--- src/rtl/bp_pkg.sv ---
// Shared types and helpers for the branch history table update sequencer.
package bp_pkg;

    // Sequencer states
    localparam logic [0:0] StInit = 1'b0;
    localparam logic [0:0] StRun  = 1'b1;

    // 2-bit direction counter encodings
    localparam logic [1:0] STRONG_NT = 2'b00;
    localparam logic [1:0] WEAK_NT   = 2'b01;
    localparam logic [1:0] WEAK_T    = 2'b10;
    localparam logic [1:0] STRONG_T  = 2'b11;

    // Default table geometry (1024 entries, 30-bit word PC)
    localparam int unsigned DEF_INDEX = 10;
    localparam int unsigned DEF_TAG   = 30 - DEF_INDEX;

    // Table entry at default geometry; non-default instances build the same layout locally
    typedef struct packed {
        logic                 valid;
        logic [DEF_TAG-1:0]   tag;
        logic [1:0]           ctr;
    } bp_entry_t;

    // Queued branch resolution
    typedef struct packed {
        logic [29:0] pc;
        logic        taken;
    } bp_upd_t;

    // Saturating 2-bit counter step towards the resolved direction
    function automatic logic [1:0] sat_update(input logic [1:0] ctr, input logic taken);
        logic [1:0] res;
        unique case (ctr)
            STRONG_NT: res = taken ? WEAK_NT  : STRONG_NT;
            WEAK_NT:   res = taken ? WEAK_T   : STRONG_NT;
            WEAK_T:    res = taken ? STRONG_T : WEAK_NT;
            default:   res = taken ? STRONG_T : WEAK_T;
        endcase
        return res;
    endfunction

endpackage

--- src/rtl/bp_upd_fifo.sv ---
// Small power-of-two FIFO for pending branch resolutions.
// A push into a full FIFO is accepted only when a pop happens in the same cycle.
module bp_upd_fifo #(
    parameter int unsigned DEPTH = 4,
    parameter int unsigned WIDTH = 31
) (
    input  logic             clk,
    input  logic             rstn,
    input  logic             clr_i,
    input  logic             push_i,
    input  logic             pop_i,
    input  logic [WIDTH-1:0] wdata_i,
    output logic [WIDTH-1:0] rdata_o,
    output logic             full_o,
    output logic             empty_o
);

    localparam int unsigned PTR_W = $clog2(DEPTH);
    localparam int unsigned CNT_W = PTR_W + 1;

    logic [WIDTH-1:0] mem [DEPTH];
    logic [PTR_W-1:0] wr_ptr_q, rd_ptr_q;
    logic [CNT_W-1:0] count_q;
    logic             push_en, pop_en;

    assign full_o  = (count_q == CNT_W'(DEPTH));
    assign empty_o = (count_q == '0);
    assign push_en = push_i & (~full_o | pop_i);
    assign pop_en  = pop_i & ~empty_o;
    assign rdata_o = mem[rd_ptr_q];

    // Pointer and occupancy tracking; clear discards everything including a same-cycle push
    always_ff @(posedge clk or negedge rstn) begin
        if (!rstn) begin
            wr_ptr_q <= '0;
            rd_ptr_q <= '0;
            count_q  <= '0;
        end else if (clr_i) begin
            wr_ptr_q <= '0;
            rd_ptr_q <= '0;
            count_q  <= '0;
        end else begin
            if (push_en) wr_ptr_q <= wr_ptr_q + 1'b1;
            if (pop_en)  rd_ptr_q <= rd_ptr_q + 1'b1;
            if (push_en && !pop_en)      count_q <= count_q + 1'b1;
            else if (pop_en && !push_en) count_q <= count_q - 1'b1;
        end
    end

    // Storage array, no reset needed
    always_ff @(posedge clk) begin
        if (push_en && !clr_i) mem[wr_ptr_q] <= wdata_i;
    end

endmodule

--- src/rtl/bp_update_ctrl.sv ---
// Branch history table write-port sequencer: mispredict flush/redirect, update queue,
// counter read-modify-write and a one-entry-per-cycle invalidation sweep.
// Optional statistics counters are built when BP_STATS_EN is defined.
module bp_update_ctrl
    import bp_pkg::*;
#(
    parameter int unsigned  SIZE   = 1024,
    parameter int unsigned  QDEPTH = 4,
    localparam int unsigned INDEX  = $clog2(SIZE),
    localparam int unsigned TAG    = 30 - INDEX
) (
    input  logic             clk,
    input  logic             rstn,
    input  logic             branch_ex,
    input  logic             taken_ex,
    input  logic             pred_ex,
    input  logic [29:0]      pc_ex,
    input  logic [29:0]      target_ex,
    input  logic             clear_req,
    output logic             flush,
    output logic [29:0]      redirect_pc,
    output logic             busy,
    output logic [INDEX-1:0] tbl_rd_idx,
    input  logic [1:0]       tbl_rd_ctr,
    output logic             tbl_we,
    output logic [INDEX-1:0] tbl_wr_idx,
    output logic [TAG+2:0]   tbl_wr_data
`ifdef BP_STATS_EN
    ,
    output logic [31:0]      stat_branches,
    output logic [31:0]      stat_mispred,
    output logic [31:0]      stat_dropped
`endif
);

    logic [0:0]       state_q, state_d;
    logic [INDEX-1:0] sweep_idx_q, sweep_idx_d;
    logic             in_init;
    logic             q_full, q_empty, q_pop;
    bp_upd_t          q_head;

    assign in_init     = (state_q == StInit);
    assign busy        = in_init;
    assign flush       = branch_ex & (taken_ex ^ pred_ex);
    assign redirect_pc = flush ? (taken_ex ? target_ex : pc_ex + 30'd1) : '0;
    // Sweep owns the write port; a clear cycle issues no update so nothing lands before the sweep
    assign q_pop       = ~in_init & ~q_empty & ~clear_req;

    bp_upd_fifo #(
        .DEPTH (QDEPTH),
        .WIDTH ($bits(bp_upd_t))
    ) u_fifo (
        .clk     (clk),
        .rstn    (rstn),
        .clr_i   (clear_req),
        .push_i  (branch_ex),
        .pop_i   (q_pop),
        .wdata_i ({pc_ex, taken_ex}),
        .rdata_o (q_head),
        .full_o  (q_full),
        .empty_o (q_empty)
    );

    // Next-state: clear restarts the sweep from either state; sweep index wraps at SIZE
    always_comb begin
        state_d     = state_q;
        sweep_idx_d = sweep_idx_q;
        if (clear_req) begin
            state_d     = StInit;
            sweep_idx_d = '0;
        end else if (in_init) begin
            sweep_idx_d = sweep_idx_q + 1'b1;
            if (sweep_idx_q == INDEX'(SIZE - 1)) state_d = StRun;
        end
    end

    // State registers
    always_ff @(posedge clk or negedge rstn) begin
        if (!rstn) begin
            state_q     <= StInit;
            sweep_idx_q <= '0;
        end else begin
            state_q     <= state_d;
            sweep_idx_q <= sweep_idx_d;
        end
    end

    // Table port drive; held quiet while reset is asserted
    always_comb begin
        tbl_rd_idx  = '0;
        tbl_we      = 1'b0;
        tbl_wr_idx  = '0;
        tbl_wr_data = '0;
        if (rstn) begin
            if (in_init) begin
                tbl_we      = 1'b1;
                tbl_wr_idx  = sweep_idx_q;
                tbl_wr_data = {1'b0, {TAG{1'b0}}, WEAK_NT};
            end else if (q_pop) begin
                tbl_rd_idx  = q_head.pc[INDEX-1:0];
                tbl_we      = 1'b1;
                tbl_wr_idx  = q_head.pc[INDEX-1:0];
                tbl_wr_data = {1'b1, q_head.pc[29:INDEX], sat_update(tbl_rd_ctr, q_head.taken)};
            end
        end
    end

`ifdef BP_STATS_EN
    logic dropped;

    // Push lost to a full queue; a clear-cycle push is discarded, not dropped
    assign dropped = branch_ex & q_full & ~q_pop & ~clear_req;

    // Saturating event counters, cleared only by reset
    always_ff @(posedge clk or negedge rstn) begin
        if (!rstn) begin
            stat_branches <= '0;
            stat_mispred  <= '0;
            stat_dropped  <= '0;
        end else begin
            if (branch_ex && stat_branches != '1) stat_branches <= stat_branches + 32'd1;
            if (flush && stat_mispred != '1)      stat_mispred  <= stat_mispred + 32'd1;
            if (dropped && stat_dropped != '1)    stat_dropped  <= stat_dropped + 32'd1;
        end
    end
`endif

endmodule

--- config.mk ---
export PLATFORM = sky130hd
export DESIGN_NAME = bp_update_ctrl
export DESIGN_NICKNAME = d
export VERILOG_FILES = /design/src/rtl/bp_pkg.sv /design/src/rtl/bp_upd_fifo.sv /design/src/rtl/bp_update_ctrl.sv
export SDC_FILE = /design/constraint.sdc
export NUM_CORES = 1
export LEC_CHECK = 0
export ABC_AREA = 1
export CAP_MARGIN = 20
export CORE_MARGIN = 2
export CORE_UTILIZATION = 40
export DETAILED_ROUTE_END_ITERATION = 8
export PLACE_DENSITY_LB_ADDON = 0.25
export REMOVE_ABC_BUFFERS = 1
export SYNTH_ARGS = -nofsm -noshare
export SYNTH_HDL_FRONTEND = slang
export SYNTH_SLANG_ARGS = --single-unit
--- constraint.sdc ---
create_clock -name clk -period 3.35 [get_ports clk]
set_clock_uncertainty 0.1 [all_clocks]
set_input_delay 0.5025 -clock clk [delete_from_list [all_inputs] [get_ports clk]]
set_output_delay 0.5025 -clock clk [all_outputs]
set_load 0.05 [all_outputs]
---- Word level (Yosys, flattened, before mapping) ----
Memory sizes are Yosys's and may differ from the RTL's.
Index checks and enable logic that the tools add are counted.
storage, ports and cells
  output and inout bits ................... 76
  memory bits (writable) .................. 124
  logic and storage cells ................. 71
  input bits .............................. 68
  bits in read-only memories .............. 0
  memories ................................ 1
  register bits after elaboration ......... 18
  bits in latches ......................... 0
cells by class
  reduce and logical (&&, ||, !) cells .... 11
  eq/ne operators ......................... 5
  shift operators ......................... 0
  multiply operators ...................... 0
  order comparisons ....................... 0
  $add $sub $neg .......................... 6
  multiplexer cells ....................... 32
  div/mod/pow operators ................... 0
  bitwise logic cells ..................... 11
memory list
  memory      depth  bits a word  read ports  clocked after memory_dff  write ports  RTL line           text
  u_fifo.mem  4      31           1           0                         1            bp_upd_fifo.sv:21  logic [WIDTH-1:0] mem [DEPTH];
operators by type and width
  cell                                               count
  2-to-1 mux 10 bit                                  7
  2-to-1 mux 23 bit                                  3
  2-to-1 mux 30 bit                                  2
  adder 30 x 1 -> 30 bit (second input constant)     1
  2-to-1 mux 2 bit                                   6
  adder 10 x 1 -> 10 bit (second input constant)     1
  == test 10 bit (second input constant)             1
  2-to-1 mux 1 bit                                   10
  2-to-1 mux 3 bit                                   3
  one-hot mux 2 bit (3 select lines)                 1
  AND 1 bit                                          5
  adder 2 x 1 -> 2 bit (second input constant)       2
  NOT 1 bit                                          4
  nonzero test 2 bit                                 2
  adder 3 x 1 -> 3 bit (second input constant)       1
  == test 3 bit (second input constant)              1
  logical AND 1 bit                                  3
  zero test 1 bit                                    3
  zero test 3 bit                                    1
  nonzero test 3 bit                                 1
  subtractor 3 x 1 -> 3 bit (second input constant)  1
  == test 2 x 1 -> 1 bit (second input constant)     1
  == test 2 bit (second input constant)              1
  zero test 2 bit                                    1
  other kinds (3)                                    3

---- Depth between registers and ports, before layout ----
  word-level depth ........................ 11
  mapped depth ............................ 11
  gate-level depth less buffers ........... 11

---- Modules after synthesis ----
A second synthesis with hierarchy kept.
second synthesis, totals
  cells, all modules ...................... 855
  area, all modules ....................... 7586.0 sq um
by module, submodules not included
  module          cells an instance  instances  sequential area each (sq um)  area each (sq um)
  bp_upd_fifo     370                1          3898.7                        5081.1
  bp_update_ctrl  485                1          275.3                         2504.9

---- Worst setup path before layout ----
OpenSTA, ideal clock, no wires.
  kind .................................... input-to-reg
  from .................................... in clear_req
  to ...................................... mem u_fifo.mem[0][0], enable pin
  data required time ...................... 2.831 ns
  cell stages on the path ................. 7
  data arrival time ....................... 2.337 ns
  library setup time ...................... 0.419 ns
  buffers on the path ..................... 0
  slack ................................... 0.494 ns
  cell sequence ........................... inv_2 nand2_2 inv_2 o21ai_1 nor2_1 inv_2 nor2_1
on the way
  word-level cells in the longest chain between the ends .. 7
  elaborated cells between the ends (all ways) .. 8
  those cells by class .................... 2 x mux; 4 x bitwise; 2 x reduce/logical
RTL lines
  item                                      RTL line              text
  start: declaration                        bp_update_ctrl.sv:19  input logic clear_req,
  NOT 1 bit                                 bp_update_ctrl.sv:47  assign q_pop = ~in_init & ~q_empty & ~clear_req;
  AND 1 bit                                 bp_update_ctrl.sv:47
  OR 1 bit                                  bp_upd_fifo.sv:28     assign push_en = push_i & (~full_o | pop_i);
  AND 1 bit                                 bp_upd_fifo.sv:28
  logical AND 1 bit *                       bp_upd_fifo.sv:52     if (push_en && !clr_i) mem[wr_ptr_q] <= wdata_i;
  2-to-1 mux 1 bit *                        bp_upd_fifo.sv:52
  2-to-1 mux 1 bit (implied by the code) *  bp_upd_fifo.sv:52
  end: declaration                          bp_upd_fifo.sv:21
Every way passes the cells marked *; elsewhere a longest branch is shown, timed or not.

---- Worst setup path after layout ----
  from .................................... in pc_ex[0]
  to ...................................... out redirect_pc[10]
on the way
  word-level cells in the longest chain between the ends .. 3
RTL lines
  item                             RTL line              text
  start: declaration               bp_update_ctrl.sv:17  input logic [29:0] pc_ex,
  adder 30 x 1 -> 30 bit           bp_update_ctrl.sv:45  assign redirect_pc = flush ? (taken_ex ? target_ex : pc_ex + 30'd1) : '0;
  2-to-1 mux 30 bit (2 in series)  bp_update_ctrl.sv:45
  end: declaration                 bp_update_ctrl.sv:21  output logic [29:0] redirect_pc,
No other way between the ends.

==> impl_metrics.json <==
{
  "maxSlewHeadroom_pct": 53.31,
  "synthesis.area_sq_um": 7446,
  "timing_worst_setup_path_type": "input pin to output port",
  "post_cts_resized": 0,
  "antenna_cells": 0,
  "cts_buffer_depth": 2,
  "cts.clk_slew.worst_paths_ns": 0.06,
  "setup-tns-final_ns": 0,
  "power_frac_clock_pct": 40.0,
  "grt_usage_pct": 21.29,
  "endpoint_kind": "output port",
  "synth_cell_type_count": 30,
  "grt_max_degree": 60,
  "synth_cells": 879,
  "final-seq-area_sq_um": 4175,
  "arrival_ns": 2.55,
  "first_pass_iters": 6,
  "drcViolationCount": 0,
  "pre_cts_ws_ns": 0.1765,
  "fillers": 1543,
  "switching_share_pct": 24.56,
  "final_common_cell": "nor2_1",
  "die_h_um": 140.4,
  "vdd_drop_max_mv": 0.3803,
  "cts_buffers": 17,
  "insertion_delay_ns": 0.42,
  "p_int_mw": 3.480,
  "drt_iter0_drc": 414,
  "hold_path.class": "input pin to async pin",
  "io_buffers": 143,
  "finalHoldViolCount": 0,
  "max_freq_mhz": 317.1,
  "ctsHoldBuffers": 0,
  "design_area_sq_um": 10560,
  "power_leakage_nw": 4.163,
  "coreArea_sq_um": 18090,
  "fin_crit_sh_pct": 94.15,
  "htree_levels": 4,
  "num_rows": 49,
  "initial_utilization_pct": 41.17,
  "cts-root-buf": "clkbuf_16",
  "ys_seq_area_share_pct": 56.06,
  "gp_congestion": 0.9089,
  "switching_power_mw": 1.133,
  "final_cell_mix": "234 x nor2_1, 145 x nand2_1, 124 x edfxtp_1, 81 x buf_12, 79 x o21ai_0",
  "die_area_sq_um": 19720,
  "fin_crit_ns": 3.154,
  "placed_area_sq_um": 9977,
  "pwr-share-seq_pct": 44.7,
  "syn_area_per_cell_sq_um": 8.471,
  "cts_tree": "done",
  "synth_warnings": 0,
  "wl_um": 20510,
  "multi_input_area_sq_um": 2804,
  "dp_hpwl_um": 14080,
  "die_x_um": 140.4,
  "postRouteAntennaNets": 0,
  "ios": 144,
  "ys_seq_elements": 142,
  "antenna_found_initial": 0,
  "rsz0062_at_grt": "no",
  "slowest_delay_ns": 0.63,
  "critPathMaxFanout": 8,
  "worstMarginPinSlew_ns": 0.6993,
  "required_ns": 2.75,
  "crit_path_top_delay_cell": "clkdlybuf4s50_1",
  "total_power_mw": 4.613,
  "drive_above_1_share_pct": 13.61,
  "post_drt_via_cell_ratio": 5.094,
  "setup_viol": 0,
  "power_density_nw_per_um2": 436.9,
  "syn_to_final_growth_pct": 41.79,
  "wire_per_inst_um": 16.21,
  "nets": 1098,
  "timing.final.ws_setup_ns": 0.1960,
  "grt_pass1_vias": 6043,
  "crit_path_start_kind": "input pin",
  "clock-sinks": 142,
  "power_frac_comb_pct": 15.4,
  "max_cap_viol_count": 0,
  "grt-ovfl-total": 0,
  "drv_slew": 0,
  "holdWs_ns": 0.3635,
  "post_cts_buffers": 0,
  "vias": 6444,
  "crit_chain": "clkdlybuf4s50_1 -> ha_1 -> nand3_2 -> nor2_4 -> nand2_1 -> xnor2_1 -> o21ai_0 -> inv_1 -> buf_12",
  "grt_pass1_wl_um": 32100,
  "outcome": "completed"
}
## worst paths after layout
| check | depth (start not counted) | start | to | slack [ns] |
|---|---|---|---|---|
| setup reg to reg | 10 | state_q$_DFF_PN0_ | u_fifo.count_q[2]$_DFFE_PN0P_ | 1.41 |
| setup / recovery | 9 | pc_ex[0] | redirect_pc[10] | 0.20 |
| hold reg to reg | 1 | u_fifo.wr_ptr_q[0]$_DFFE_PN0P_ | u_fifo.wr_ptr_q[0]$_DFFE_PN0P_ | 0.47 |
| max in group asynchronous | 2 | rstn | u_fifo.rd_ptr_q[0]$_DFFE_PN0P_ | 2.57 |
| min in group clk | 1 | u_fifo.wr_ptr_q[0]$_DFFE_PN0P_ | u_fifo.wr_ptr_q[0]$_DFFE_PN0P_ | 0.47 |
| hold / removal | 2 | rstn | sweep_idx_q[0]$_DFFE_PN0P_ | 0.36 |
## power groups by stage
stage / sequential, mW / combinational, mW / clock (mW)
after floorplan: 2.09 / 0.351 / 0
after global placement: 2.09 / 0.706 / 0
after detailed placement: 2.10 / 0.713 / 0
after CTS: 2.06 / 0.716 / 1.87
after global routing: 2.07 / 0.772 / 1.94
final: 2.06 / 0.708 / 1.84
## state kept, by name, indices dropped and copies added (netlist names)
| register | count |
|---|---|
| u_fifo.rd_ptr_q | 2 |
| u_fifo.mem | 124 |
| u_fifo.wr_ptr_q | 2 |
| u_fifo.count_q | 3 |
| state_q | 1 |
| sweep_idx_q | 10 |
## metal layers
metal,vias up,routed length (um),track usage [%]
met5,-,0,0
met2,230,9997,36.04
met1,2983,8779,27.10
li1,3196,-,-
met3,35,1189,4.000
met4,0,543,8.347
## area by class of cell
| class | count | area share (%) |
|---|---|---|
| flip-flops and latches | 142 | 39.55 |
| inverters | 83 | 2.951 |
| well taps | 229 | 2.714 |
| clock buffers | 20 | 4.136 |
| clock inverters | 12 | 1.363 |
| multi-input cells | 617 | 26.56 |
| repair buffers | 162 | 22.73 |
## kinds of logic (layout without fill, tap and decap cells)
group	Yosys count	after routing	share of synthesized area, %
AO/OA/AOI/OAI	145	145	9.998
AND/OR/NAND/NOR	453	453	24.84
adder cells (fa/ha/maj)	7	7	1.277
buffers and inverters	120	277	6.419
flip-flops	142	142	56.06
XOR/XNOR	12	12	1.412
## worst max-delay path: cells and delay by family
family          cells  cell delay [ns]
compound gates      1             0.11
xor+xnor            1             0.26
fa+ha+maj           1             0.33
buf+inv             3             0.87
simple gates        3             0.48
## through the flow
step / utilization (%) / instances
finish: 58.37 / 1265
global route: 58.37 / 1265
CTS: 58.37 / 1265
detailed placement: 55.16 / 1233
global placement: 55.16 / 1233
floorplan: - / 842
## Yosys cell counts
| cell | n | area share [%] |
|---|---|---|
| buf_4 | 4 | 0.40 |
| xor2_1 | 7 | 0.82 |
| a21oi_1 | 32 | 2.2 |
| nor2_4 | 3 | 0.45 |
| clkbuf_1 | 22 | 1.1 |
| ha_1 | 6 | 1.0 |
| buf_2 | 10 | 0.67 |
| o22ai_1 | 11 | 0.92 |
| or2_0 | 2 | 0.17 |
| inv_1 | 73 | 3.7 |
| nand4_1 | 11 | 0.92 |
| o21ai_0 | 79 | 5.3 |
| o21ai_1 | 21 | 1.4 |
| edfxtp_1 | 124 | 50 |
| a21boi_1 | 1 | 0.10 |
| xnor2_1 | 5 | 0.59 |
| clkinv_1 | 3 | 0.15 |
| dfrtp_1 | 18 | 6.0 |
| nand3_2 | 4 | 0.54 |
| o31ai_1 | 1 | 0.10 |
| buf_1 | 1 | 0.050 |
| nand2_2 | 2 | 0.17 |
| inv_2 | 7 | 0.35 |
| fa_1 | 1 | 0.27 |
| nor3_1 | 4 | 0.27 |
| nand3_1 | 42 | 2.8 |
| nand3b_1 | 1 | 0.10 |
| nand2_1 | 145 | 7.3 |
| nor2_1 | 238 | 12 |
| nor2_2 | 1 | 0.084 |
(Power assumes the default switching activity.)
